[src/rtl/host_wr_splitter.sv]
// Burst-to-single-DW write splitter feeding the host-memory BFM.
// Flags the MSI-X doorbell write at the cycle its write handshake commits.
module host_wr_splitter #(
  parameter int                 ADDR_W    = 64,
  parameter int                 LEN_W     = 10,
  parameter logic [ADDR_W-1:0]  MSIX_ADDR = ADDR_W'(64'h0000_0000_0000_0001),
  parameter logic [31:0]        MSIX_DATA = 32'h1234_5678
) (
  input  logic              clk,
  input  logic              rst,
  input  logic              req_valid,
  output logic              req_ready,
  input  logic [ADDR_W-1:0] req_addr,
  input  logic [LEN_W-1:0]  req_len,
  input  logic              dat_valid,
  output logic              dat_ready,
  input  logic [31:0]       dat_data,
  input  logic              dat_last,
  output logic              wr_valid,
  input  logic              wr_ready,
  output logic [ADDR_W-1:0] wr_addr,
  output logic [31:0]       wr_data,
  output logic              msix_intr,
  output logic              err_len,
  output logic              busy
);

  typedef enum logic [0:0] {
    ST_IDLE  = 1'b0,
    ST_BURST = 1'b1
  } state_t;

  state_t              state_r, state_s;
  logic [ADDR_W-1:0]   cur_addr_r, cur_addr_s;
  logic [LEN_W-1:0]    cnt_r, cnt_s;
  logic                req_ready_r;
  logic                wr_valid_r, wr_valid_s;
  logic [ADDR_W-1:0]   wr_addr_r, wr_addr_s;
  logic [31:0]         wr_data_r, wr_data_s;
  logic                msix_r, msix_s;
  logic                err_r, err_s;
  logic                dat_ready_s;
  logic                beat_s;
  logic                wr_hs_s;
  logic                cnt_one_s;

  function automatic logic is_doorbell(input logic [ADDR_W-1:0] a, input logic [31:0] d);
    return (a == MSIX_ADDR) && (d == MSIX_DATA);
  endfunction

  // The output register can take a new beat when empty or draining this cycle.
  assign dat_ready_s = (state_r == ST_BURST) && (!wr_valid_r || wr_ready);
  assign beat_s      = dat_valid && dat_ready_s;
  assign wr_hs_s     = wr_valid_r && wr_ready;
  assign cnt_one_s   = (cnt_r == LEN_W'(1));

  // Next-state, address/count and output-stage computation.
  always_comb begin
    state_s    = state_r;
    cur_addr_s = cur_addr_r;
    cnt_s      = cnt_r;
    wr_valid_s = wr_valid_r;
    wr_addr_s  = wr_addr_r;
    wr_data_s  = wr_data_r;
    msix_s     = 1'b0;
    err_s      = 1'b0;

    if (wr_hs_s) begin
      wr_valid_s = 1'b0;
      msix_s     = is_doorbell(wr_addr_r, wr_data_r);
    end else begin
      wr_valid_s = wr_valid_r;
    end

    case (state_r)
      ST_IDLE: begin
        if (req_valid && req_ready_r) begin
          cur_addr_s = req_addr;
          cnt_s      = req_len;
          if (req_len == LEN_W'(0)) begin
            err_s = 1'b1;
          end else begin
            state_s = ST_BURST;
          end
        end else begin
          state_s = ST_IDLE;
        end
      end
      ST_BURST: begin
        if (beat_s) begin
          // A beat loading in the drain cycle keeps wr_valid asserted.
          wr_valid_s = 1'b1;
          wr_addr_s  = cur_addr_r;
          wr_data_s  = dat_data;
          cur_addr_s = cur_addr_r + ADDR_W'(4);
          cnt_s      = cnt_r - LEN_W'(1);
          err_s      = (dat_last != cnt_one_s);
          if (dat_last || cnt_one_s) begin
            state_s = ST_IDLE;
          end else begin
            state_s = ST_BURST;
          end
        end else begin
          state_s = ST_BURST;
        end
      end
      default: begin
        state_s = ST_IDLE;
      end
    endcase
  end

  // State and output registers; reset abandons any burst and pending write.
  always_ff @(posedge clk) begin
    if (rst) begin
      state_r     <= ST_IDLE;
      cur_addr_r  <= '0;
      cnt_r       <= '0;
      req_ready_r <= 1'b0;
      wr_valid_r  <= 1'b0;
      wr_addr_r   <= '0;
      wr_data_r   <= 32'h0000_0000;
      msix_r      <= 1'b0;
      err_r       <= 1'b0;
    end else begin
      state_r     <= state_s;
      cur_addr_r  <= cur_addr_s;
      cnt_r       <= cnt_s;
      req_ready_r <= (state_s == ST_IDLE);
      wr_valid_r  <= wr_valid_s;
      wr_addr_r   <= wr_addr_s;
      wr_data_r   <= wr_data_s;
      msix_r      <= msix_s;
      err_r       <= err_s;
    end
  end

  assign req_ready = req_ready_r;
  assign dat_ready = dat_ready_s;
  assign wr_valid  = wr_valid_r;
  assign wr_addr   = wr_addr_r;
  assign wr_data   = wr_data_r;
  assign msix_intr = msix_r;
  assign err_len   = err_r;
  assign busy      = (state_r != ST_IDLE) || wr_valid_r;

endmodule

[config.mk]
export PLATFORM = sky130hd
export DESIGN_NAME = host_wr_splitter
export DESIGN_NICKNAME = d
export VERILOG_FILES = /design/src/rtl/host_wr_splitter.sv
export SDC_FILE = /design/constraint.sdc
export NUM_CORES = 1
export LEC_CHECK = 0
export CAP_MARGIN = 20
export CORE_MARGIN = 5
export CORE_UTILIZATION = 37
export DETAILED_ROUTE_END_ITERATION = 8
export HOLD_SLACK_MARGIN = 0.1
export PLACE_DENSITY = 0.72
export SYNTH_ARGS = -nofsm -noshare
export SYNTH_HDL_FRONTEND = slang
export SYNTH_SLANG_ARGS = --single-unit
[constraint.sdc]
create_clock -name clk -period 2.5 [get_ports clk]
set_input_delay 0.5 -clock clk [delete_from_list [all_inputs] [get_ports clk]]
set_output_delay 0.5 -clock clk [all_outputs]
set_load 0.01 [all_outputs]
; Word level (Yosys, flattened, before mapping)
; Index checks and enable logic that the tools add are counted.
[op_classes]
addsub = 2
n_eq_ne = 6
mux = 18
n_bitwise = 3
reduce_logical = 13
[ops]
columns = op, count
row1 = $mux 64, 2
row2 = $pmux 64 s2, 1
row3 = $add 64x3->64 const B, 1
row4 = $eq 64x1->1 const B, 1
row5 = $eq 32x29->1 const B, 1
row6 = $mux 10, 2
row7 = $pmux 10 s2, 1
row8 = $eq 10x1->1 const B, 1
row9 = $logic_not 10->1, 1
row10 = $mux 1, 10
row11 = $sub 10x1->10 const B, 1
row12 = $logic_and 1x1->1, 5
row13 = $pmux 1 s2, 2
row14 = $reduce_and 2->1, 2
row15 = $logic_or 1x1->1, 3
row16 = $not 1->1, 3
row17 = $ne 2x1->1 const B, 1
row18 = $ne 2x2->1 const B, 1
row19 = $reduce_or 2->1, 1
row20 = $logic_not 1->1, 1
row21 = $ne 1x1->1, 1
[word_totals]
reg_bits = 175
in_bits = 112
output_inout_bits = 102
elab_cells = 51

; Longest topological paths before layout
; Gate-level depths: netlist (run 1).
[depth]
ltp_word = 7
depth_mapped = 9
mapped_depth_nobuf = 8

; Least setup slack after synthesis (run 1)
; OpenSTA, ideal clock, no wires.
[synth_timing]
kind = flip-flop to flip-flop
from = reg cur_addr_r[2]
to = reg cur_addr_r[44]
setup_time_ps = 70
arrival_time_ps = 2131
required_ps = 2430
path_slack_ps = 298
path_stages_with_launch = 8
path_buffers = 0
period_less_slack_ps = 2202
cell_sequence = dfxtp_1 ha_1 nand3_1 nor2_2 nand4_1 nor4_1 mux2_2 a21oi_1
[synth_via]
elab_chain_cells = 3
[synth_rtl]
columns = element, line
row1 = from (decl), 34  ; logic [ADDR_W-1:0] cur_addr_r, cur_addr_s;
row2 = from (signal assigned), 127  ; cur_addr_r <= cur_addr_s;
row3 = $add 64x3->64, 95  ; cur_addr_s = cur_addr_r + ADDR_W'(4);
row4 = $mux 64, 90  ; if (beat_s) begin
row5 = $pmux 64 s2, 75  ; case (state_r)
; Every way passes these cells. The select of a mux whose other input is x is not followed.
; A chain may end at the register's enable or synchronous reset.

; Final worst setup path (run 1)
[layout_timing]
from = reg cur_addr_r[15]
to = reg cur_addr_r[38]
; The elaborated chain is that of the path after synthesis.

==> flow_summary.yaml, run 1 <==
synthesis:
  synth_edf_count: 0
  synth_nets: 1290
  synth-seq-cells: 175
  synth_area_leaders: "dfxtp_1, nand2_1, a21oi_1"
  synth_warnings: 0
  async_flop_share_pct: 0
  yosysUniqueCellTypes: 67
  synth_ff_type: "dfxtp_1"
  yosys.area.top_type: "dfxtp_1"
  ys_seq_area_share_pct: 40.2
  synth_area_per_cell_um2: 7.42
  syn_area_um2: 8710
  netlist_instances: 1174
  synth_top_area_share_pct: 40.2
cells_and_area:
  final_common_cell: "nand2_1"
  diodes: 0
  syn2layout_area_growth_pct: 40.3
  stdcell_count: 1732
  fin_nets: 1516
  drive_gt1_share_pct: 10.2
  final_cell_mix: "nand2_1, clkdlybuf4s50_1, dfxtp_1"
detailed_routing:
  drtIter0Drc: 880
  vias_per_cell: 5.69
  num_vias: 9854
  wl_per_cell_um: 19.0
  drt_pass1_iterations: 5
  drc: 0
  ant_nets: 0
  routed_wl_mm: 32.9
critical_path:
  cp_max_fo: 5
  critPathSlowestCell: "or4_1"
  crit_type: "register to register"
  end_kind: "register"
  critPathTopFamily: "simple AND/OR/NAND/NOR gates"
  worstPathRequired_ns: 2.86
  cpMostUsedCell: "nand3_1"
  critPathLaunchType: "register"
  path_buf_inv: 0
  slowest_delay_ns: 0.56
  critPathArrivalTime_ns: 2.79
  crit_chain: "nand3_1 > nor3_2 > and3_1 > nand3_1 > or4_1 > a31oi_1"
clock_network:
  clock_latency_ns: 0.44
  cts_tree: "yes"
  path_clk_slew_ns: 0.08
  cts.path.max_buffers: 2
  cts_num_sinks: 175
  numCtsBuffers: 17
  cts.root.buffer_cell: "clkbuf_16"
  h-tree-depth: 4
  cts_hold_buffers: 0
timing:
  max-slew-margin-rel_pct: 58.0
  hold_ws_ns: 0.459
  finalMaxSlewViolations: 0
  worst_slew_pin_slew_ns: 0.631
  post-route-period-util_pct: 97.0
  finalHoldViolCount: 0
  finalSetupViolCount: 0
  setup_tns_ns: 0
  finalClockSkew_ns: 0.0111
  min_period_ns: 2.43
  fin_ws_ns: 0.0740
  rsz0062_at_grt: "yes"
  max_freq_ghz: 0.412
global_route:
  grt_start_max_net_pins: 96
  globalRoute.totalOverflow: 0
  grt_pass1_wl_mm: 50.9
  antenna_found_initial: 0
  grt_pass1_vias: 9320
  track_usage_pct: 24.0
pwr:
  total_power_w: 0.00678
  ir_worst_vdd_mv: 0.342
  power_density_nw_per_um2: 555
  p_leak_nw: 4.16
floorplan:
  fp.dieH_um: 163
  die_w_um: 163
  coreArea_um2: 23300
  initial_core_util_pct: 37.3
  dieArea_um2: 26700
  row_count: 56
  pin_count: 214
place:
  pre_cts_ws_ns: 0.0266
  io_buffers: 213
  finalWeightedCongestion: 0.936
  place_hpwl_mm: 24.1
  dp_cells: 1699
job:
  max-cap-violations: 0
min_path:
  hold_class: "primary input to register"
run_status:
  status: "completed"
==> cell families after synthesis <==
family,count (synthesis),share of synthesized area (%)
AND/OR/NAND/NOR,571,31.7
AO/OA/AOI/OAI,314,21.8
adder cells (fa/ha/maj),4,0.575
flip-flops,175,40.2
multiplexers,11,1.34
buffers and inverters,99,4.34
==> repair_timing <==
item,CTS,global route
setup endpoints to repair,0,8
gates resized for setup,0,3
buffers inserted,0,1
==> final cells by class <==
class                           count  area [um^2]
Multi-Input combinational cell    900         4880
Timing Repair Buffer              295         2820
Inverter                           11         41.3
Tap cell                          319          399
Fill cell                        2267        11100
Clock inverter                     15          151
Sequential cell                   175         3500
Clock buffer                       17          425
==> per-stage QoR <==
| step | utilization [%] | instance area [um^2] |
|---|---|---|
| floorplan | - | 8710 |
| global placement | 49.8 | 11600 |
| detailed placement | 49.8 | 11600 |
| CTS | 52.3 | 12200 |
| global route | 52.4 | 12200 |
| finish | 52.4 | 12200 |
==> final timing paths <==
check	slack (ns)	to	cells after the start	from
max	0.07	cur_addr_r[38]	6	cur_addr_r[15]
min	0.46	cur_addr_r[36]	2	rst
max reg2reg	0.07	cur_addr_r[38]	6	cur_addr_r[15]
min reg2reg	0.46	wr_addr[1]	2	cur_addr_r[1]
==> synthesized netlist by cell type, drive strengths merged (10+ instances only) <==
master and instances:
nand2 272, dfxtp 175, a21oi 164, clkbuf 79, nor2 72, nand3 49, nor4 42, o21ai 29
nor3 27, nand4 24, and3 21, a21o 18, a211oi 17, a22oi 17, o22ai 12, or3 11
inv 10, o31ai 10
==> metal layers <==
layer | up-vias | GRT usage [%] | wire (um)
met5 | - | 0 | 0
met2 | 455 | 39.5 | 15500
met1 | 4613 | 30.8 | 13300
met3 | 92 | 4.72 | 2700
li1 | 4694 | - | -
met4 | 0 | 9.80 | 1370
==> flip-flops by register name, indices dropped and copies added, names as in the netlist <==
register,cells
cur_addr_r,64
wr_addr,64
wr_data,32
cnt_r,10
err_len,1
msix_intr,1
req_ready,1
state_r,1
wr_valid,1
==> power breakdown <==
group / internal [W] / leakage [nW] / switching, W
Sequential: 0.00290 / 1.42 / 0.000136
Combinational: 0.000522 / 2.46 / 0.000593
Clock: 0.00133 / 0.281 / 0.00130
Total: 0.00475 / 4.16 / 0.00203
(Power assumes the default switching activity.)
==> run 2: changes to the inputs <==
--- a/config.mk
+++ b/config.mk
@@ -10,6 +10,7 @@
 export CORE_UTILIZATION = 37
 export DETAILED_ROUTE_END_ITERATION = 8
 export HOLD_SLACK_MARGIN = 0.1
+export MAX_ROUTING_LAYER = met4
 export PLACE_DENSITY = 0.72
 export SYNTH_ARGS = -nofsm -noshare
 export SYNTH_HDL_FRONTEND = slang
==> run 2 against run 1 <==
Final cell count about the same. Clock power decreased by 3%. Total power decreased by 1.0%. Flip-flop and latch count unchanged. Largest power group unchanged. Sequential share of layout area increased by 0.085 points. Hold slack got worse by 0.0012 ns. Count of clock-buffer cells in the layout increased by 2. Final area decreased by 0.30%. Non-clock buffer count unchanged.
==> flow_summary.yaml, run 2 (synthesized netlist as in run 1, its figures left out) <==
pwr:
  p_leak_nw: 4.15
  total_power_w: 0.00671
  ir_worst_vdd_mv: 0.415
  power_density_nw_per_um2: 551
floorplan:
  pin_count: 214
  coreArea_um2: 23300
  dieArea_um2: 26700
  die_w_um: 163
  initial_core_util_pct: 37.3
  fp.dieH_um: 163
  row_count: 56
timing:
  finalHoldViolCount: 0
  hold_ws_ns: 0.457
  max-slew-margin-rel_pct: 45.8
  min_period_ns: 2.37
  rsz0062_at_grt: "no"
  worst_slew_pin_slew_ns: 0.813
  finalClockSkew_ns: 0.0134
  fin_ws_ns: 0.127
  max_freq_ghz: 0.421
  finalSetupViolCount: 0
  post-route-period-util_pct: 94.9
  finalMaxSlewViolations: 0
detailed_routing:
  drtIter0Drc: 815
  drc: 0
  num_vias: 9847
  vias_per_cell: 5.69
  drt_pass1_iterations: 5
  wl_per_cell_um: 19.1
  ant_nets: 0
  routed_wl_mm: 33.0
global_route:
  track_usage_pct: 24.4
  grt_pass1_vias: 9011
  grt_start_max_net_pins: 96
  grt_pass1_wl_mm: 50.1
  antenna_found_initial: 0
  globalRoute.totalOverflow: 0
cells_and_area:
  diodes: 0
  syn2layout_area_growth_pct: 39.9
  fin_area_um2: 12200
  final_common_cell: "nand2_1"
  final_cell_mix: "nand2_1, clkdlybuf4s50_1, dfxtp_1"
  fin_nets: 1516
  drive_gt1_share_pct: 10.1
  fin_util_pct: 52.2
place:
  place_hpwl_mm: 24.2
  place_area_um2: 11600
  finalWeightedCongestion: 0.939
  pre_cts_ws_ns: -0.0272
  io_buffers: 213
min_path:
  hold_class: "primary input to register"
  hold_path_depth: 2
  min_to: "state_r"
  min_from: "rst"
clock_network:
  cts_hold_buffers: 0
  cts_tree: "yes"
  cts.path.max_buffers: 2
  cts.root.buffer_cell: "clkbuf_16"
  clock_latency_ns: 0.44
  numCtsBuffers: 17
  cts_num_sinks: 175
  h-tree-depth: 4
  path_clk_slew_ns: 0.07
critical_path:
  end_kind: "output port"
  rr_startpoint: "cur_addr_r[6]"
  worstPathRequired_ns: 2.00
  cpMostUsedCell: "clkdlybuf4s50_1"
  ff2ff_path_depth: 7
  crit_type: "primary input to output port"
  crit_chain: "clkdlybuf4s50_1 > nand2b_2 > and2_1 > clkdlybuf4s50_1"
  critPathLaunchType: "primary input"
  critPathArrivalTime_ns: 1.87
  slowest_delay_ns: 0.53
  critPathSlowestCell: "clkdlybuf4s50_1"
  reg2reg_slack_ns: 0.14
  cp_max_fo: 5
  timing.rr.end: "cur_addr_r[53]"
run_status:
  status: "completed"
job:
  max-cap-violations: 0
## run 2: timing repair
| item | 4_1_cts | 5_1_grt |
|---|---|---|
| setup endpoints to repair | 1 | 5 |
| resized for setup | 1 | 3 |
| hold endpoints to repair | 0 | 0 |
| buffers inserted | 0 | 1 |
| pin swaps | 0 | 1 |
| gates cloned | 0 | 0 |
## run 2: per-stage QoR
step / TNS (ns) / instances
final: 0 / 1731
after global routing: 0 / 1731
after CTS: 0 / 1730
after detailed placement: -0.0550 / 1699
after global placement: 0 / 1699
after floorplan: 0 / 1174
## run 2: how the worst max path moves through the flow
stage,from,end,slack [ns]
detailed placement,wr_ready,cur_addr_r[29],-0.03
global placement,wr_ready,cur_addr_r[52],0.01
CTS,cur_addr_r[16],cur_addr_r[52],0.1
global route,cur_addr_r[12],cur_addr_r[44],0.02
floorplan,cur_addr_r[2],cur_addr_r[44],0.30
finish,wr_ready,dat_ready,0.13
## run 2: critical path: cells and delay by family
kind	cells	cell delay [ns]
AND/OR/NAND/NOR	2	0.38
buffers and inverters	2	1.00
## run 2: layout make-up
type / count / area (um^2)
multi-input combinational: 900 / 4880
sequential: 175 / 3500
inverter: 11 / 41.3
clock buffer: 19 / 453
clock inverter: 12 / 98.8
timing repair buffer: 295 / 2810
fill: 2262 / 11100
tap: 319 / 399
## run 2: metal layers
layer	routed length [um]	GRT usage (%)	part of all wire, %	vias to the layer above
li1	-	-	-	4668
met5	0	-	0	-
met2	15800	39.9	48	438
met3	2550	4.72	7.7	73
met4	1120	8.01	3.4	0
met1	13500	30.6	41	4668
## run 2: power breakdown
group,internal [W],switching [W],total [W],leakage [nW]
Combinational,0.000521,0.000588,0.00111,2.47
Sequential,0.00291,0.000140,0.00305,1.42
Clock,0.00134,0.00122,0.00256,0.261
Total,0.00477,0.00194,0.00671,4.15
